===== config.mk =====
export PLATFORM = sky130hd
export DESIGN_NAME = tdr_bank
export DESIGN_NICKNAME = d
export VERILOG_FILES = /design/src/rtl/tdr_pkg.sv /design/src/rtl/tdr_upd_latch.sv /design/src/rtl/tdr_bank.sv
export SDC_FILE = /design/constraint.sdc
export NUM_CORES = 1
export LEC_CHECK = 0
export BUFFER_PORTS_ARGS = -buffer_cell sky130_fd_sc_hd__buf_4
export CAP_MARGIN = 20
export CORE_ASPECT_RATIO = 1.75
export CORE_UTILIZATION = 45
export CTS_BUF_LIST = sky130_fd_sc_hd__clkbuf_4 sky130_fd_sc_hd__clkbuf_8
export DETAILED_ROUTE_END_ITERATION = 10
export GPL_TIMING_DRIVEN = 1
export PLACE_DENSITY = 0.79
export SYNTH_ARGS = -nofsm -noshare
export SYNTH_HDL_FRONTEND = slang
export SYNTH_SLANG_ARGS = --single-unit

===== constraint.sdc =====
create_clock -name TCLK -period 2.79 [get_ports TCLK]
set_input_delay 0.279 -clock TCLK [delete_from_list [all_inputs] [get_ports TCLK]]
set_output_delay 0.279 -clock TCLK [all_outputs]
set_load 0.005 [all_outputs]

===== src/rtl/tdr_pkg.sv =====
// Shared definitions for the JTAG test-data-register bank: defaults, counter sizing,
// and the per-register access mode.
package tdr_pkg;

    localparam int unsigned TdrWidthDef = 17;
    localparam int unsigned TdrNumDef   = 4;

    typedef enum logic {
        TDR_RW = 1'b0,
        TDR_RO = 1'b1
    } tdr_mode_e;

    function automatic int unsigned clog2(input int unsigned n);
        int unsigned r = 0;
        while ((64'd1 << r) < 64'(n)) r++;
        return r;
    endfunction

    // Shift counter must represent 0..WIDTH+1 (saturation value flags over-length).
    function automatic int unsigned tdr_cnt_w(input int unsigned width);
        return clog2(width + 2);
    endfunction

    localparam int unsigned TdrCntWDef = tdr_cnt_w(TdrWidthDef);

endpackage


===== src/rtl/tdr_upd_latch.sv =====
// One falling-edge update latch for a test-data register, with a one-period write strobe.
module tdr_upd_latch #(
    parameter int unsigned WIDTH = 17
) (
    input  logic             tck_i,
    input  logic             trst_ni,
    input  logic             we_i,
    input  logic [WIDTH-1:0] d_i,
    output logic [WIDTH-1:0] q_o,
    output logic             strobe_o
);

    logic [WIDTH-1:0] q_q, q_d;
    logic             strobe_q;

    always_comb begin
        q_d = q_q;
        if (we_i) q_d = d_i;
    end

    always_ff @(negedge tck_i or negedge trst_ni) begin
        if (!trst_ni) begin
            q_q      <= '0;
            strobe_q <= 1'b0;
        end else begin
            q_q      <= q_d;
            strobe_q <= we_i;
        end
    end

    assign q_o      = q_q;
    assign strobe_o = strobe_q;

endmodule


===== src/rtl/tdr_bank.sv =====
// JTAG test-data-register bank with shared shift path and shift-length checking.
// Define TDR_SO_RETIME_EN to register SO on falling TCLK.
module tdr_bank
    import tdr_pkg::*;
#(
    parameter int unsigned    WIDTH   = TdrWidthDef,
    parameter int unsigned    NUM     = TdrNumDef,
    parameter int unsigned    SELW    = 2,
    parameter logic [NUM-1:0] RO_MASK = NUM'(4'b1000)
) (
    input  logic                 TCLK,
    input  logic                 TRESETN,
    input  logic                 CaptureDR,
    input  logic                 ShiftDR,
    input  logic                 UpdateDR,
    input  logic                 Enable,
    input  logic [SELW-1:0]      Sel,
    input  logic                 SI,
    input  logic [NUM*WIDTH-1:0] CapData,
    output logic [NUM*WIDTH-1:0] UpdData,
    output logic [NUM-1:0]       UpdStrobe,
    output logic                 LenErr,
    output logic                 SO
);

    localparam int unsigned    CntW    = tdr_cnt_w(WIDTH);
    localparam logic [CntW-1:0] CntFull = CntW'(WIDTH);
    localparam logic [CntW-1:0] CntSat  = CntW'(WIDTH + 1);

    logic [WIDTH-1:0] shift_q, shift_d, cap_src;
    logic [CntW-1:0]  cnt_q, cnt_d;
    logic             sel_valid;
    tdr_mode_e        sel_mode;
    logic [NUM-1:0]   upd_we;
    logic             upd_ok, len_bad, cap_clr;
    logic             err_p_q, err_p_d, err_n_q, err_n_d;

    always_comb begin
        cap_src   = '0;
        sel_valid = 1'b0;
        sel_mode  = TDR_RW;
        for (int i = 0; i < int'(NUM); i++) begin
            if (int'(Sel) == i) begin
                sel_valid = 1'b1;
                sel_mode  = tdr_mode_e'(RO_MASK[i]);
                cap_src   = RO_MASK[i] ? CapData[i*WIDTH +: WIDTH] : UpdData[i*WIDTH +: WIDTH];
            end
        end
    end

    always_comb begin
        shift_d = shift_q;
        cnt_d   = cnt_q;
        if (ShiftDR && Enable) begin
            shift_d = {SI, shift_q[WIDTH-1:1]};
            if (cnt_q != CntSat) cnt_d = cnt_q + 1'b1;
        end else if (CaptureDR && Enable) begin
            shift_d = cap_src;
            cnt_d   = '0;
        end
    end

    always_ff @(posedge TCLK or negedge TRESETN) begin
        if (!TRESETN) begin
            shift_q <= '0;
            cnt_q   <= '0;
        end else begin
            shift_q <= shift_d;
            cnt_q   <= cnt_d;
        end
    end

    assign upd_ok  = UpdateDR && Enable && sel_valid && (cnt_q == CntFull) && (sel_mode == TDR_RW);
    assign len_bad = UpdateDR && Enable && sel_valid && (cnt_q != CntFull);
    assign cap_clr = CaptureDR && Enable;

    always_comb begin
        upd_we = '0;
        for (int i = 0; i < int'(NUM); i++) begin
            if (int'(Sel) == i && upd_ok) upd_we[i] = 1'b1;
        end
    end

    // LenErr is set on falling TCLK and cleared on rising TCLK; one flop per edge, XORed.
    always_comb begin
        err_n_d = len_bad ? ~err_p_q : err_n_q;
        err_p_d = cap_clr ? err_n_q : err_p_q;
    end

    always_ff @(negedge TCLK or negedge TRESETN) begin
        if (!TRESETN) err_n_q <= 1'b0;
        else          err_n_q <= err_n_d;
    end

    always_ff @(posedge TCLK or negedge TRESETN) begin
        if (!TRESETN) err_p_q <= 1'b0;
        else          err_p_q <= err_p_d;
    end

    assign LenErr = err_p_q ^ err_n_q;

    for (genvar g = 0; g < int'(NUM); g++) begin : g_latch
        tdr_upd_latch #(
            .WIDTH(WIDTH)
        ) u_latch (
            .tck_i   (TCLK),
            .trst_ni (TRESETN),
            .we_i    (upd_we[g]),
            .d_i     (shift_q),
            .q_o     (UpdData[g*WIDTH +: WIDTH]),
            .strobe_o(UpdStrobe[g])
        );
    end

`ifdef TDR_SO_RETIME_EN
    logic so_q, so_d;

    assign so_d = Enable ? shift_q[0] : 1'b0;

    always_ff @(negedge TCLK or negedge TRESETN) begin
        if (!TRESETN) so_q <= 1'b0;
        else          so_q <= so_d;
    end

    assign SO = so_q;
`else
    assign SO = Enable ? shift_q[0] : 1'b0;
`endif

endmodule


==> metrics.md <==
| Metric | Value |
|---|---|
| Max-Slew Margin vs Limit | `48.6%` |
| Clock buffer depth | `2` |
| Hold depth | `3` |
| Routed WL per cell | `20.0 µm` |
| Vias per cell | `5.64` |
| Met2 wire len | `5770 µm` |
| Synth cell types | `42` |
| Vias in the first global route | `3,210` |
| Post-Syn Nets | `400` |
| Pin count of the biggest net entering global routing | `59` |
| Power Total | `2.82 mW` |
| CTS tree | `done` |
| Mux contribution to synthesized area | `15.9%` |
| Area delta synth->final | `30.8%` |
| Met1 wire length | `4160 µm` |
| Grt total ovfl | `0` |
| Worst EP required | `1.59 ns` |
| Total track usage | `24.0%` |
| Area of the core | `9040 µm²` |
| Antenna cells | `0` |
| Initial core utilization | `46.3%` |
| Number of flops mapped to enable cells by yosys | `0` |
| I/O pin cnt | `151` |
| Net count reported at finish | `498` |
| Final worst slack | `-0.497 ns` |
| RSZ-0062 raised after global routing | `yes` |
| First DRT Iteration DRCs | `223` |
| Rows | `46` |
| GP Congestion | `0.828` |
| Worst Skew | `0.0265 ns` |
| Clk sinks | `96` |
| Critical path launch point type | `register` |
| # DRC | `0` |
| Critical path fanouts, max | `4` |
| Max Cap Viol | `0` |
| Die X | `74.9 µm` |
| Maximum vdd drop | `0.305 mV` |
| Place WS | `-0.460 ns` |
| Hold Vio Cnt, Final | `0` |
| Avg Inst Size Synth | `13.1 µm²` |
| CP Class | `reg2reg` |
| Share of cells above drive strength 1 | `48.5%` |
| Async SR Flop Fraction | `100%` |
| Endpoints failing setup | `51` |
| Post-DP HPWL | `7300 µm` |
| Global-route wire length before repair | `17,100 µm` |
| R2r worst-path depth | `6` |
| Drt total wl | `10,900 µm` |
| Min-Delay Path Class | `in2reg` |
| Simple-gate portion of the synthesized area | `7.32%` |
| Leak | `2.71 nW` |
| Port Buffer Count | `99` |
| Hold path startpoint | `ShiftDR` |
| Outcome | `finished with violations` |
| XOR/XNOR Fraction of Synth Area | `0.209%` |
| Yosys warnings | `0` |
| Wire length on met3 | `550 µm` |
| Sequential-to-total area share from yosys stat | `57.4%` |
| Cell Pwr Density | `515 nW/µm²` |
| Die height | `130 µm` |
| Fillers | `714` |
| Clock Pin Slew Worst Setup and Hold Paths | `0.10 ns` |
| Worst skew pair latency | `0.36 ns` |
| Adder-cell share of the synthesized area | `0.897%` |
| Num CTS Buffers | `9` |
| Antenna violations before repair | `0` |
| Least-Margin Pin Slew | `0.771 ns` |
| Compound-Gate Fraction of Synth Area | `12.8%` |
| Largest family of logic cells by synthesized area | `multiplexers` |
| Post-synth top flop | `dfrtn_1` |
| Nature of the critical path endpoint | `register` |
| Htree depth | `3` |
| Reg-to-reg startpoint | `cnt_q[1]$_DFFE_PN0P_` |
| Worst setup path startpoint | `cnt_q[1]$_DFFE_PN0P_` |
| Cell Area, Synth | `4190 µm²` |
| Post-DRT Antenna Nets | `0` |
| Via count | `3,064` |
| Mapped Cells | `320` |
| #FFs+latches synth | `96` |
| CP arrival | `2.09 ns` |
| First-pass iteration count of the detailed router | `4` |
| Max Transition Viols Final | `0` |
| DR top layer | `met4` |
| Die area | `9710 µm²` |
| Root Buffer | `clkbuf_8` |
| Failing checks | `setup timing` |
## kinds of logic (layout without fill, tap and decap cells)
logic type      after synthesis  count (layout)
flops                        96              96
compound gates               77              77
mux                          55              55
buf+inv                      45             146
simple gates                 42              44
fa+ha+maj                     3               3
other cells                   1               1
xor+xnor                      1               1
## flip-flops by register name (all words and copies together) (netlist names)
| register | count |
|---|---|
| err_n_q | 1 |
| g_latch.u_latch.q_o | 68 |
| err_p_q | 1 |
| shift_q | 17 |
| cnt_q | 5 |
| g_latch.u_latch.strobe_o | 4 |
## worst max-delay path: stages (launching register included)
cell	delay [ns]
dfrtp_1	0.40
inv_2	0.08
ha_4	0.15
nand4bb_4	0.13
buf_4	0.16
or4_4	0.48
mux2_4	0.32
## layer usage
layer | vias up | GRT usage (%)
met5 | - | 0
met4 | 0 | 13.7
met3 | 34 | 4.28
met2 | 121 | 38.8
li1 | 1356 | -
met1 | 1553 | 29.6
## Yosys cell counts, drive strengths merged, types with 2 or more instances
cell	instances	area (µm²)
a211oi	16	120
a21oi	4	20.0
a22oi	16	120
and2	3	18.8
buf	13	104
clkbuf	27	101
dfrtn	73	1830
dfrtp	23	576
ha	3	37.5
inv	5	18.8
mux2	52	623
mux2i	2	20.0
nand2	8	37.5
nand3	3	15.0
nor2b	16	100
nor3	3	26.3
o21ai	20	100
o221ai	16	140
o22ai	2	12.5
or3	2	13.8
## path summary, 6_finish.rpt
check	end	slack [ns]
hold / removal	shift_q[16]$_DFFE_PN0P_	0.18
setup / recovery	g_latch[0].u_latch.q_o[6]$_DFFE_NN0P_	-0.50
hold reg to reg	g_latch[3].u_latch.q_o[16]$_DFFE_NN0P_	0.32
max in group asynchronous	g_latch[0].u_latch.q_o[7]$_DFFE_NN0P_	0.67
min in group asynchronous	shift_q[14]$_DFFE_PN0P_	0.47
setup reg to reg	g_latch[0].u_latch.q_o[6]$_DFFE_NN0P_	-0.50
## cell type report
class                   count  area, µm²  area share [%]
well taps                 120        150            2.74
flip-flops and latches     96       2400            43.9
clock inverters             5       40.0           0.732
multi-input cells         181       1720            31.5
repair buffers            125        988            18.1
inverters                   5       18.8           0.343
clock buffers              11        151            2.77
## placed cells by master (no fill, tap or decap), drive strengths merged, types with 2 or more instances in the layout
cell type | netlist | layout
buf | 13 | 124
o21ai | 20 | 20
a211oi | 16 | 16
nand2 | 8 | 8
clkinv | 0 | 4
dfrtp | 23 | 23
mux2i | 2 | 2
o22ai | 2 | 2
mux2 | 52 | 52
nand3 | 3 | 3
or3 | 2 | 2
nor3 | 3 | 3
a22oi | 16 | 16
and2 | 3 | 3
inv | 5 | 6
nor2b | 16 | 16
a21oi | 4 | 4
or4 | 1 | 3
o221ai | 16 | 16
dfrtn | 73 | 73
ha | 3 | 3
clkbuf | 27 | 11
## stage by stage
step                instance area [µm²]  hold WS [ns]  TNS [ns]  cells  utilization (%)
floorplan                          4300       -0.0166    -23.86    320                -
global placement                   5190         0.325    -19.27    522             57.4
detailed placement                 5190         0.326    -20.76    522             57.4
CTS                                5520         0.175    -20.76    545             61.1
global route                       5470         0.190    -25.65    543             60.6
finish                             5470         0.181    -22.21    543             60.6
## power by group
part           leakage [nW]  switching, mW  internal [mW]
Clock                0.0999          0.503          0.380
Sequential             1.31         0.0943           1.47
Combinational          1.30          0.192          0.180
Total                  2.71          0.789           2.03
## what timing repair did
| item | CTS | global route |
|---|---|---|
| setup buffers | 3 | 0 |
| pin swaps | 4 | 2 |
| setup endpoints to repair | 51 | 53 |
| resized for setup | 18 | 0 |
| endpoints found under the hold margin | 14 | 0 |
| gates cloned | 3 | 0 |
| hold buffers | 1 | 0 |
Power figures use the tool's default switching activity.
